File: config.mk
export PLATFORM = sky130hd
export DESIGN_NAME = px_diff_pipe
export DESIGN_NICKNAME = d
export VERILOG_FILES = /design/src/rtl/px_pkg.sv /design/src/rtl/px_chan_absdiff.sv /design/src/rtl/px_diff_pipe.sv
export SDC_FILE = /design/constraint.sdc
export NUM_CORES = 1
export LEC_CHECK = 0
export BUFFER_PORTS_ARGS = -buffer_cell sky130_fd_sc_hd__buf_2
export CORE_MARGIN = 5
export CORE_UTILIZATION = 50
export DETAILED_ROUTE_END_ITERATION = 8
export HOLD_SLACK_MARGIN = 0.1
export PLACE_DENSITY = 0.75
export SLEW_MARGIN = 20
export SYNTH_ARGS = -nofsm -noshare
export SYNTH_HDL_FRONTEND = slang
export SYNTH_HIERARCHICAL = 1
export SYNTH_SLANG_ARGS = --single-unit
File: constraint.sdc
create_clock -name clk -period 8.6 [get_ports clk]
set_clock_uncertainty 0.05 [all_clocks]
set_input_delay 1.29 -clock clk [delete_from_list [all_inputs] [get_ports clk]]
set_output_delay 1.29 -clock clk [all_outputs]
set_load 0.01 [all_outputs]
File: src/rtl/px_pkg.sv
// Shared constants and helpers for the pixel difference pipeline.
package px_pkg;

  // Distance mode encoding on the mode input.
  localparam logic MODE_L1   = 1'b0;
  localparam logic MODE_L2SQ = 1'b1;

  // Default channel layout of an 8-bit {r,g,b} pixel and the frame counter width.
  localparam int DEF_R_W   = 3;
  localparam int DEF_G_W   = 3;
  localparam int DEF_B_W   = 2;
  localparam int DEF_CNT_W = 20;

  // Widest of the three channels; sizes the distance so the squared sum fits.
  function automatic int px_max3(input int a, input int b, input int c);
    int m;
    m = a;
    if (b > m) m = b;
    if (c > m) m = c;
    return m;
  endfunction

endpackage

File: src/rtl/px_chan_absdiff.sv
// One colour channel: absolute difference of two samples and its square.
module px_chan_absdiff #(
  parameter int W = 3
) (
  input  logic [W-1:0]   a,
  input  logic [W-1:0]   b,
  output logic [W-1:0]   absd,
  output logic [2*W-1:0] sq
);

  logic [2*W-1:0] absd_ext;

  // Magnitude of the difference, then squared at full 2*W width.
  always_comb begin
    absd     = (a >= b) ? (a - b) : (b - a);
    absd_ext = {{W{1'b0}}, absd};
    sq       = absd_ext * absd_ext;
  end

endmodule

File: src/rtl/px_diff_pipe.sv
// Two-stage streaming colour distance (L1 or sum of squares) with a
// threshold hit flag and a per-frame hit counter reported at frame end.
//
// Handshake: a beat transfers on any rising edge where valid & ready are both
// high. m_valid never drops and m_diff/m_hit/m_last never change while
// m_valid & ~m_ready. Both stages advance together on en = m_ready | ~m_valid,
// and s_ready is exactly en.
module px_diff_pipe
  import px_pkg::*;
#(
  parameter int R_W   = DEF_R_W,
  parameter int G_W   = DEF_G_W,
  parameter int B_W   = DEF_B_W,
  parameter int CNT_W = DEF_CNT_W,
  localparam int PX_W   = R_W + G_W + B_W,
  localparam int DIFF_W = 2 * px_max3(R_W, G_W, B_W) + 2
) (
  input  logic              clk,
  input  logic              rst,
  input  logic              mode,
  input  logic [DIFF_W-1:0] thresh,
  input  logic              s_valid,
  output logic              s_ready,
  input  logic [PX_W-1:0]   s_px1,
  input  logic [PX_W-1:0]   s_px2,
  input  logic              s_last,
  output logic              m_valid,
  input  logic              m_ready,
  output logic [DIFF_W-1:0] m_diff,
  output logic              m_hit,
  output logic              m_last,
  output logic [CNT_W-1:0]  frame_cnt,
  output logic              frame_cnt_valid
);

  localparam logic [CNT_W-1:0] CNT_MAX = {CNT_W{1'b1}};

  logic en;
  logic out_hs;

  // Per-channel combinational differences of the incoming pair.
  logic [R_W-1:0]   dr;
  logic [G_W-1:0]   dg;
  logic [B_W-1:0]   db;
  logic [2*R_W-1:0] sr;
  logic [2*G_W-1:0] sg;
  logic [2*B_W-1:0] sb;

  // Stage 1 registers.
  logic              s1_valid;
  logic [R_W-1:0]    s1_dr;
  logic [G_W-1:0]    s1_dg;
  logic [B_W-1:0]    s1_db;
  logic [2*R_W-1:0]  s1_sr;
  logic [2*G_W-1:0]  s1_sg;
  logic [2*B_W-1:0]  s1_sb;
  logic              s1_mode;
  logic [DIFF_W-1:0] s1_thresh;
  logic              s1_last;

  // Stage 2 combinational sums.
  logic [DIFF_W-1:0] l1_sum;
  logic [DIFF_W-1:0] l2_sum;
  logic [DIFF_W-1:0] result;

  // Frame accumulator.
  logic [CNT_W-1:0] acc;
  logic [CNT_W-1:0] acc_next;

  assign en      = m_ready | ~m_valid;
  assign s_ready = en;
  assign out_hs  = m_valid & m_ready;

  px_chan_absdiff #(.W(R_W)) u_r (
    .a    (s_px1[PX_W-1 -: R_W]),
    .b    (s_px2[PX_W-1 -: R_W]),
    .absd (dr),
    .sq   (sr)
  );

  px_chan_absdiff #(.W(G_W)) u_g (
    .a    (s_px1[B_W +: G_W]),
    .b    (s_px2[B_W +: G_W]),
    .absd (dg),
    .sq   (sg)
  );

  px_chan_absdiff #(.W(B_W)) u_b (
    .a    (s_px1[0 +: B_W]),
    .b    (s_px2[0 +: B_W]),
    .absd (db),
    .sq   (sb)
  );

  // Stage 1: capture channel differences with the mode/threshold/last in force
  // at acceptance, so later control changes only affect later pixels.
  always_ff @(posedge clk or posedge rst) begin
    if (rst) begin
      s1_valid  <= 1'b0;
      s1_dr     <= '0;
      s1_dg     <= '0;
      s1_db     <= '0;
      s1_sr     <= '0;
      s1_sg     <= '0;
      s1_sb     <= '0;
      s1_mode   <= MODE_L1;
      s1_thresh <= '0;
      s1_last   <= 1'b0;
    end else if (en) begin
      s1_valid  <= s_valid;
      s1_dr     <= dr;
      s1_dg     <= dg;
      s1_db     <= db;
      s1_sr     <= sr;
      s1_sg     <= sg;
      s1_sb     <= sb;
      s1_mode   <= mode;
      s1_thresh <= thresh;
      s1_last   <= s_last;
    end
  end

  // Stage 2 arithmetic: both sums fit in DIFF_W by construction.
  always_comb begin
    l1_sum = DIFF_W'(s1_dr) + DIFF_W'(s1_dg) + DIFF_W'(s1_db);
    l2_sum = DIFF_W'(s1_sr) + DIFF_W'(s1_sg) + DIFF_W'(s1_sb);
    result = (s1_mode == MODE_L2SQ) ? l2_sum : l1_sum;
  end

  // Stage 2 / output register: holds steady while downstream stalls.
  always_ff @(posedge clk or posedge rst) begin
    if (rst) begin
      m_valid <= 1'b0;
      m_diff  <= '0;
      m_hit   <= 1'b0;
      m_last  <= 1'b0;
    end else if (en) begin
      m_valid <= s1_valid;
      m_diff  <= result;
      m_hit   <= (result > s1_thresh);
      m_last  <= s1_last;
    end
  end

  // Saturating increment of the running hit count for the beat leaving now.
  always_comb begin
    acc_next = acc;
    if (m_hit && (acc != CNT_MAX)) acc_next = acc + 1'b1;
  end

  // Frame accumulator: counts on output handshakes, publishes and clears on last.
  always_ff @(posedge clk or posedge rst) begin
    if (rst) begin
      acc             <= '0;
      frame_cnt       <= '0;
      frame_cnt_valid <= 1'b0;
    end else begin
      frame_cnt_valid <= 1'b0;
      if (out_hs) begin
        if (m_last) begin
          frame_cnt       <= acc_next;
          acc             <= '0;
          frame_cnt_valid <= 1'b1;
        end else begin
          acc <= acc_next;
        end
      end
    end
  end

endmodule
== After elaboration in Yosys (flattened, before gate mapping) ==
Cells that the tools add are included.

* Register bits after elaboration: 87
* Latch bits: 0
* Bits in writable memories: 0
* Bits in read-only memories: 0
* Bits of input ports: 30
* Output and inout port bits: 33
* Memories: 0

* $add $sub $neg: 11
* Multipliers: 3
* Divide/modulo/power cells: 0
* Magnitude comparators: 4
* Equality and inequality tests: 1
* Shift-type cells: 0
* Mux-type cells: 8
* Bitwise gates (word level): 3
* Reduce and logical (&&, ||, !) cells: 2

{| class="wikitable"
|+ Operator list
! kind !! count
|-
| $mux W20 || 2
|-
| $add A20 B1 Y20 const B || 1
|-
| $ne A20 B20 Y1 const B || 1
|-
| $mul A3 B3 Y6 || 2
|-
| $sub A3 B3 Y3 || 4
|-
| $add A7 B4 Y8 || 1
|-
| $gt A8 B8 Y1 || 1
|-
| $mux W8 || 1
|-
| $add A6 B6 Y7 || 1
|-
| $ge A3 B3 Y1 || 2
|-
| $mux W3 || 2
|-
| $add A4 B2 Y5 || 1
|-
| $add A3 B3 Y4 || 1
|-
| $mul A2 B2 Y4 || 1
|-
| $sub A2 B2 Y2 || 2
|-
| $ge A2 B2 Y1 || 1
|-
| $mux W1 || 2
|-
| $mux W2 || 1
|-
| $reduce_and A2 Y1 || 1
|-
| $and A1 B1 Y1 || 1
|-
| $logic_and A1 B1 Y1 || 1
|-
| $not A1 Y1 || 1
|-
| $or A1 B1 Y1 || 1
|}

== Longest topological paths before layout ==
* Word-level depth: 4
* Mapped depth: 16

== Cells and area by module ==
Netlist, hierarchy kept.

{| class="wikitable"
|+ Modules (own cells, without submodules)
! module !! instances !! cells each !! area each (um2) !! sequential area each (um2)
|-
| px_diff_pipe || 1 || 497 || 4,658.2 || 2,177.1
|-
| px_chan_absdiff at u_g ... || 2 || 45 || 355.3 || 0.0
|-
| px_chan_absdiff at u_b || 1 || 21 || 168.9 || 0.0
|}

== Worst setup path after synthesis ==
OpenSTA, ideal clock, no wires.

* Path type: input-to-output
* Start point: input port m_ready
* End point: output port s_ready
* Arrival: 2.046 ns
* Data required time: 7.260 ns
* Slack: 5.214 ns
* Cell stages on the path: 4
* Buffers on the path: 2
* Cells stage by stage: nor2b_1 > clkinv_1 > clkbuf_1 > buf_1

* Cells in the longest elaborated chain, start to end: 1

{| class="wikitable"
|+ RTL lines
! item !! RTL line !! RTL
|-
| from (decl) || px_diff_pipe.sv:28 || <nowiki>input logic m_ready,</nowiki>
|-
| $or A1 B1 Y1 || px_diff_pipe.sv:70 || <nowiki>assign en = m_ready | ~m_valid;</nowiki>
|-
| to (decl) || px_diff_pipe.sv:23 || <nowiki>output logic s_ready,</nowiki>
|}

No other way between the ends.

== Worst setup path in the final report ==
* Start point: register s1_sb[1]
* End point: register m_hit

* Cells in the longest elaborated chain, start to end: 3

{| class="wikitable"
|+ RTL lines
! item !! RTL line !! RTL
|-
| from (decl) || px_diff_pipe.sv:56 || <nowiki>logic [2*B_W-1:0] s1_sb;</nowiki>
|-
| from (signal assigned) || px_diff_pipe.sv:105 || <nowiki>s1_sb <= '0;</nowiki>
|-
| from (signal assigned) || px_diff_pipe.sv:116 || <nowiki>s1_sb <= sb;</nowiki>
|-
| $add A7 B4 Y8 || px_diff_pipe.sv:126 || <nowiki>l2_sum = DIFF_W'(s1_sr) + DIFF_W'(s1_sg) + DIFF_W'(s1_sb);</nowiki>
|-
| $mux W8 || px_diff_pipe.sv:127 || <nowiki>result = (s1_mode == MODE_L2SQ) ? l2_sum : l1_sum;</nowiki>
|-
| via result[5] || px_diff_pipe.sv:64 || <nowiki>logic [DIFF_W-1:0] result;</nowiki>
|-
| $gt A8 B8 Y1 || px_diff_pipe.sv:140 || <nowiki>m_hit <= (result > s1_thresh);</nowiki>
|-
| to (signal assigned) || px_diff_pipe.sv:140 ||
|-
| to (decl) || px_diff_pipe.sv:30 || <nowiki>output logic m_hit,</nowiki>
|}

The timed path passes the listed nets, and every way through them passes these cells.
A chain may end at the register's enable or synchronous reset.

==> key figures <==
Status
  • Outcome: complete, no violations

STA
  • Worst-Margin Slew: 765 ps
  • Post-route setup slack: 4910 ps
  • Setup TNS: 0 ps
  • RSZ-0062 raised after global routing: no
  • Fin crit period: 3690 ps
  • FMAX: 271 MHz
  • Worst rel slew slack: 49.0%
  • Tcrit/Tclk final: 42.9%
  • Endpoints failing hold: 0
  • Slew Viols, Final: 0
  • Final-report setup violation count: 0

Clock network
  • Setup bufs post-CTS: 0
  • CTS Hold Bufs: 0
  • H-tree depth: 3
  • Clk Latency, worst-skew pair: 370 ps
  • Clock Path Buffers: 2
  • CTS buffer count: 9
  • CTS resizes: 0
  • CTS sink count: 87
  • Clk slew on worst S/H paths: 90 ps
  • Root buffer cell: clkbuf_8
  • CTS tree: yes

Cells and area
  • Fillers: 984
  • Multi-input gate area: 2960 um^2
  • N_diodes: 0
  • Final-stage net count: 727
  • Util after Layout: 55.9%
  • Sequential cell area: 2180 um^2
  • Share of cells above drive strength 1: 18.3%
  • Area grow syn2layout: 9.49%

Logic synthesis
  • Seq/Total Area, Yosys: 39.3%
  • Synthesized Nets: 685
  • Post-Synthesis Cells: 608
  • Post-synth EDFFs: 0
  • Top cells by area, synth: dfrtp_1, nand2_1, ha_1
  • Post-synth top cells: nand2_1, dfrtp_1, inv_1
  • Yosys top cell by area: dfrtp_1
  • #FFs+latches synth: 87
  • Synth warn: 6
  • Syn avg cell area: 9.11 um^2
  • Synth Flop Type: dfrtp_1
  • Count leader, synth: nand2_1
  • Post-synth top area share: 39.3%
  • Mapped Area: 5540 um^2
  • FFs w/ async S/R, synth: 100%
  • Synth cell types: 65

Route
  • DR WL/cell: 14.7 um
  • Number of DRC markers in iteration 0: 196
  • Drt total wl: 11,700 um
  • Final ANT Viol Nets: 0
  • DR pass1 iterations: 4
  • Via count: 4,339
  • Routed vias/inst: 5.46
  • Drc violations: 0

Placement
  • DP HPWL: 8790 um
  • Global placement routability congestion: 0.887
  • Port Buffers: 62
  • Pre-CTS setup slack: 4980 ps

Setup path
  • Endpoint type of the worst setup path: flip-flop
  • Crit-path max FO: 2
  • Crit-path max cell delay: 420 ps
  • Crit-path slowest cell: fa_1
  • CP Launch Type: flip-flop
  • Crit-path most repeated cell: inv_1
  • Worst-case reg-to-reg path depth: 16
  • Worst Path Required: 8800 ps
  • CP Data Arrival Time: 3890 ps
  • Crit-path cells: inv_1, fa_1, inv_1, ha_1, inv_1, fa_1, nor2b_1, o21ai_0, a21boi_0, nor2_1, and2_1, ha_1, a21o_1, a21o_1, a221o_1, a22o_1
  • CP Class: flip-flop to flip-flop

Global route
  • Largest net degree at the start of global routing: 62
  • Remaining Overflow, GRT: 0
  • Initial antenna violation count: 0
  • GRT Util Overall: 18.7%
  • Vias in the first global route: 4,359
  • First-pass GRT wire length: 20,200 um

Die
  • Die ar.: 13,300 um^2
  • Io pins: 63
  • Initial Utilization: 51.1%
  • Core area: 10,800 um^2
  • Die X: 115 um
  • Die H: 115 um
  • Row count: 38

Power and ir drop
  • Pwr dens: 218 nW/um^2
  • Worst vdd ir: 0.0972 mV
  • Leak: 3.06 nW

Min path
  • Hold Crit Depth: 2
  • Class of the tightest hold or removal check: flip-flop to flip-flop

Job
  • Max-Cap Viols: 0
==> metal layers <==
metal | up-vias | GRT usage (%) | wire [um]
li1 | 2122 | - | -
met1 | 2092 | 24.3 | 5290
met2 | 99 | 30.3 | 5540
met3 | 26 | 3.74 | 630
met4 | 0 | 8.06 | 250
met5 | - | 0 | 0
==> worst max-delay path, delay by kind of cell (launching register included) <==
family / cells / cell delay, ps
simple gates: 3 / 410
flops: 1 / 370
fa+ha+maj: 4 / 1260
compound gates: 6 / 1260
buf+inv: 3 / 210
==> power by group <==
group | internal, W | switching [W]
Clock | 0.000141 | 0.000146
Sequential | 0.000481 | 0.0000623
Combinational | 0.000219 | 0.000274
==> final cells by class <==
type / instances / share of cell area [%]
flip-flops and latches: 87 / 35.9
well taps: 140 / 2.89
inverters: 58 / 3.61
multi-input cells: 428 / 48.8
clock inverters: 4 / 0.743
repair buffers: 66 / 5.61
clock buffers: 12 / 2.39
==> through the flow <==
stage | hold WS [ps] | power [W] | instance area [um^2] | instances
after floorplan | 380 | 0.000893 | 5540 | 608
after global placement | 391 | 0.00101 | 5870 | 779
after detailed placement | 406 | 0.00104 | 5870 | 779
after CTS | 423 | 0.00133 | 6060 | 795
after global routing | 454 | 0.00141 | 6060 | 795
final | 420 | 0.00132 | 6060 | 795
==> kinds of logic (layout without fill, tap and decap cells) <==
kind of cell               count (synthesis)  count (layout)  share of synthesized area (%)
DFF                                       87              87                           39.3
AOI/OAI and AO/OA                        127             127                           16.0
xor gates and xnor gates                  21              21                           3.32
and+or+nand+nor                          217             217                           18.9
other                                      3               3                          0.203
muxes                                     13              13                           2.67
buffers and inverters                     93             140                           7.25
adders and majority gates                 47              47                           12.4
==> placed cells by master (no fill, tap or decap), drive strengths merged, types with 6 or more instances in the layout <==
cell / instances
clkbuf: 12
a22o: 6
o211ai: 7
buf: 66
ha: 34
mux2: 8
nand3: 6
fa: 13
dfrtp: 87
o31ai: 7
inv: 56
nor2b: 6
nor2: 35
a21oi: 21
nand2: 119
a211oi: 6
o21ai: 45
xnor2: 18
or3: 9
a21o: 6
nand4: 7
a31oi: 6
==> path summary, 6_finish.rpt <==
check / endpoint / from / slack [ps]
min in group asynchronous: s1_thresh[6] / rst / 860
max in group asynchronous: frame_cnt[13] / rst / 6510
worst min-delay path: s1_valid / s1_valid / 420
worst max-delay path: m_hit / s1_sb[1] / 4910
worst min register to register: s1_valid / s1_valid / 420
worst max register to register: m_hit / s1_sb[1] / 4910
==> flip-flops by register name, summed over array words and instances, names as in the netlist, 3 cells and up <==
name	cells
s1_dr	3
m_diff	8
acc	20
frame_cnt	20
s1_sg	6
s1_sr	6
s1_dg	3
s1_sb	4
s1_thresh	8
(Power assumes the default switching activity.)
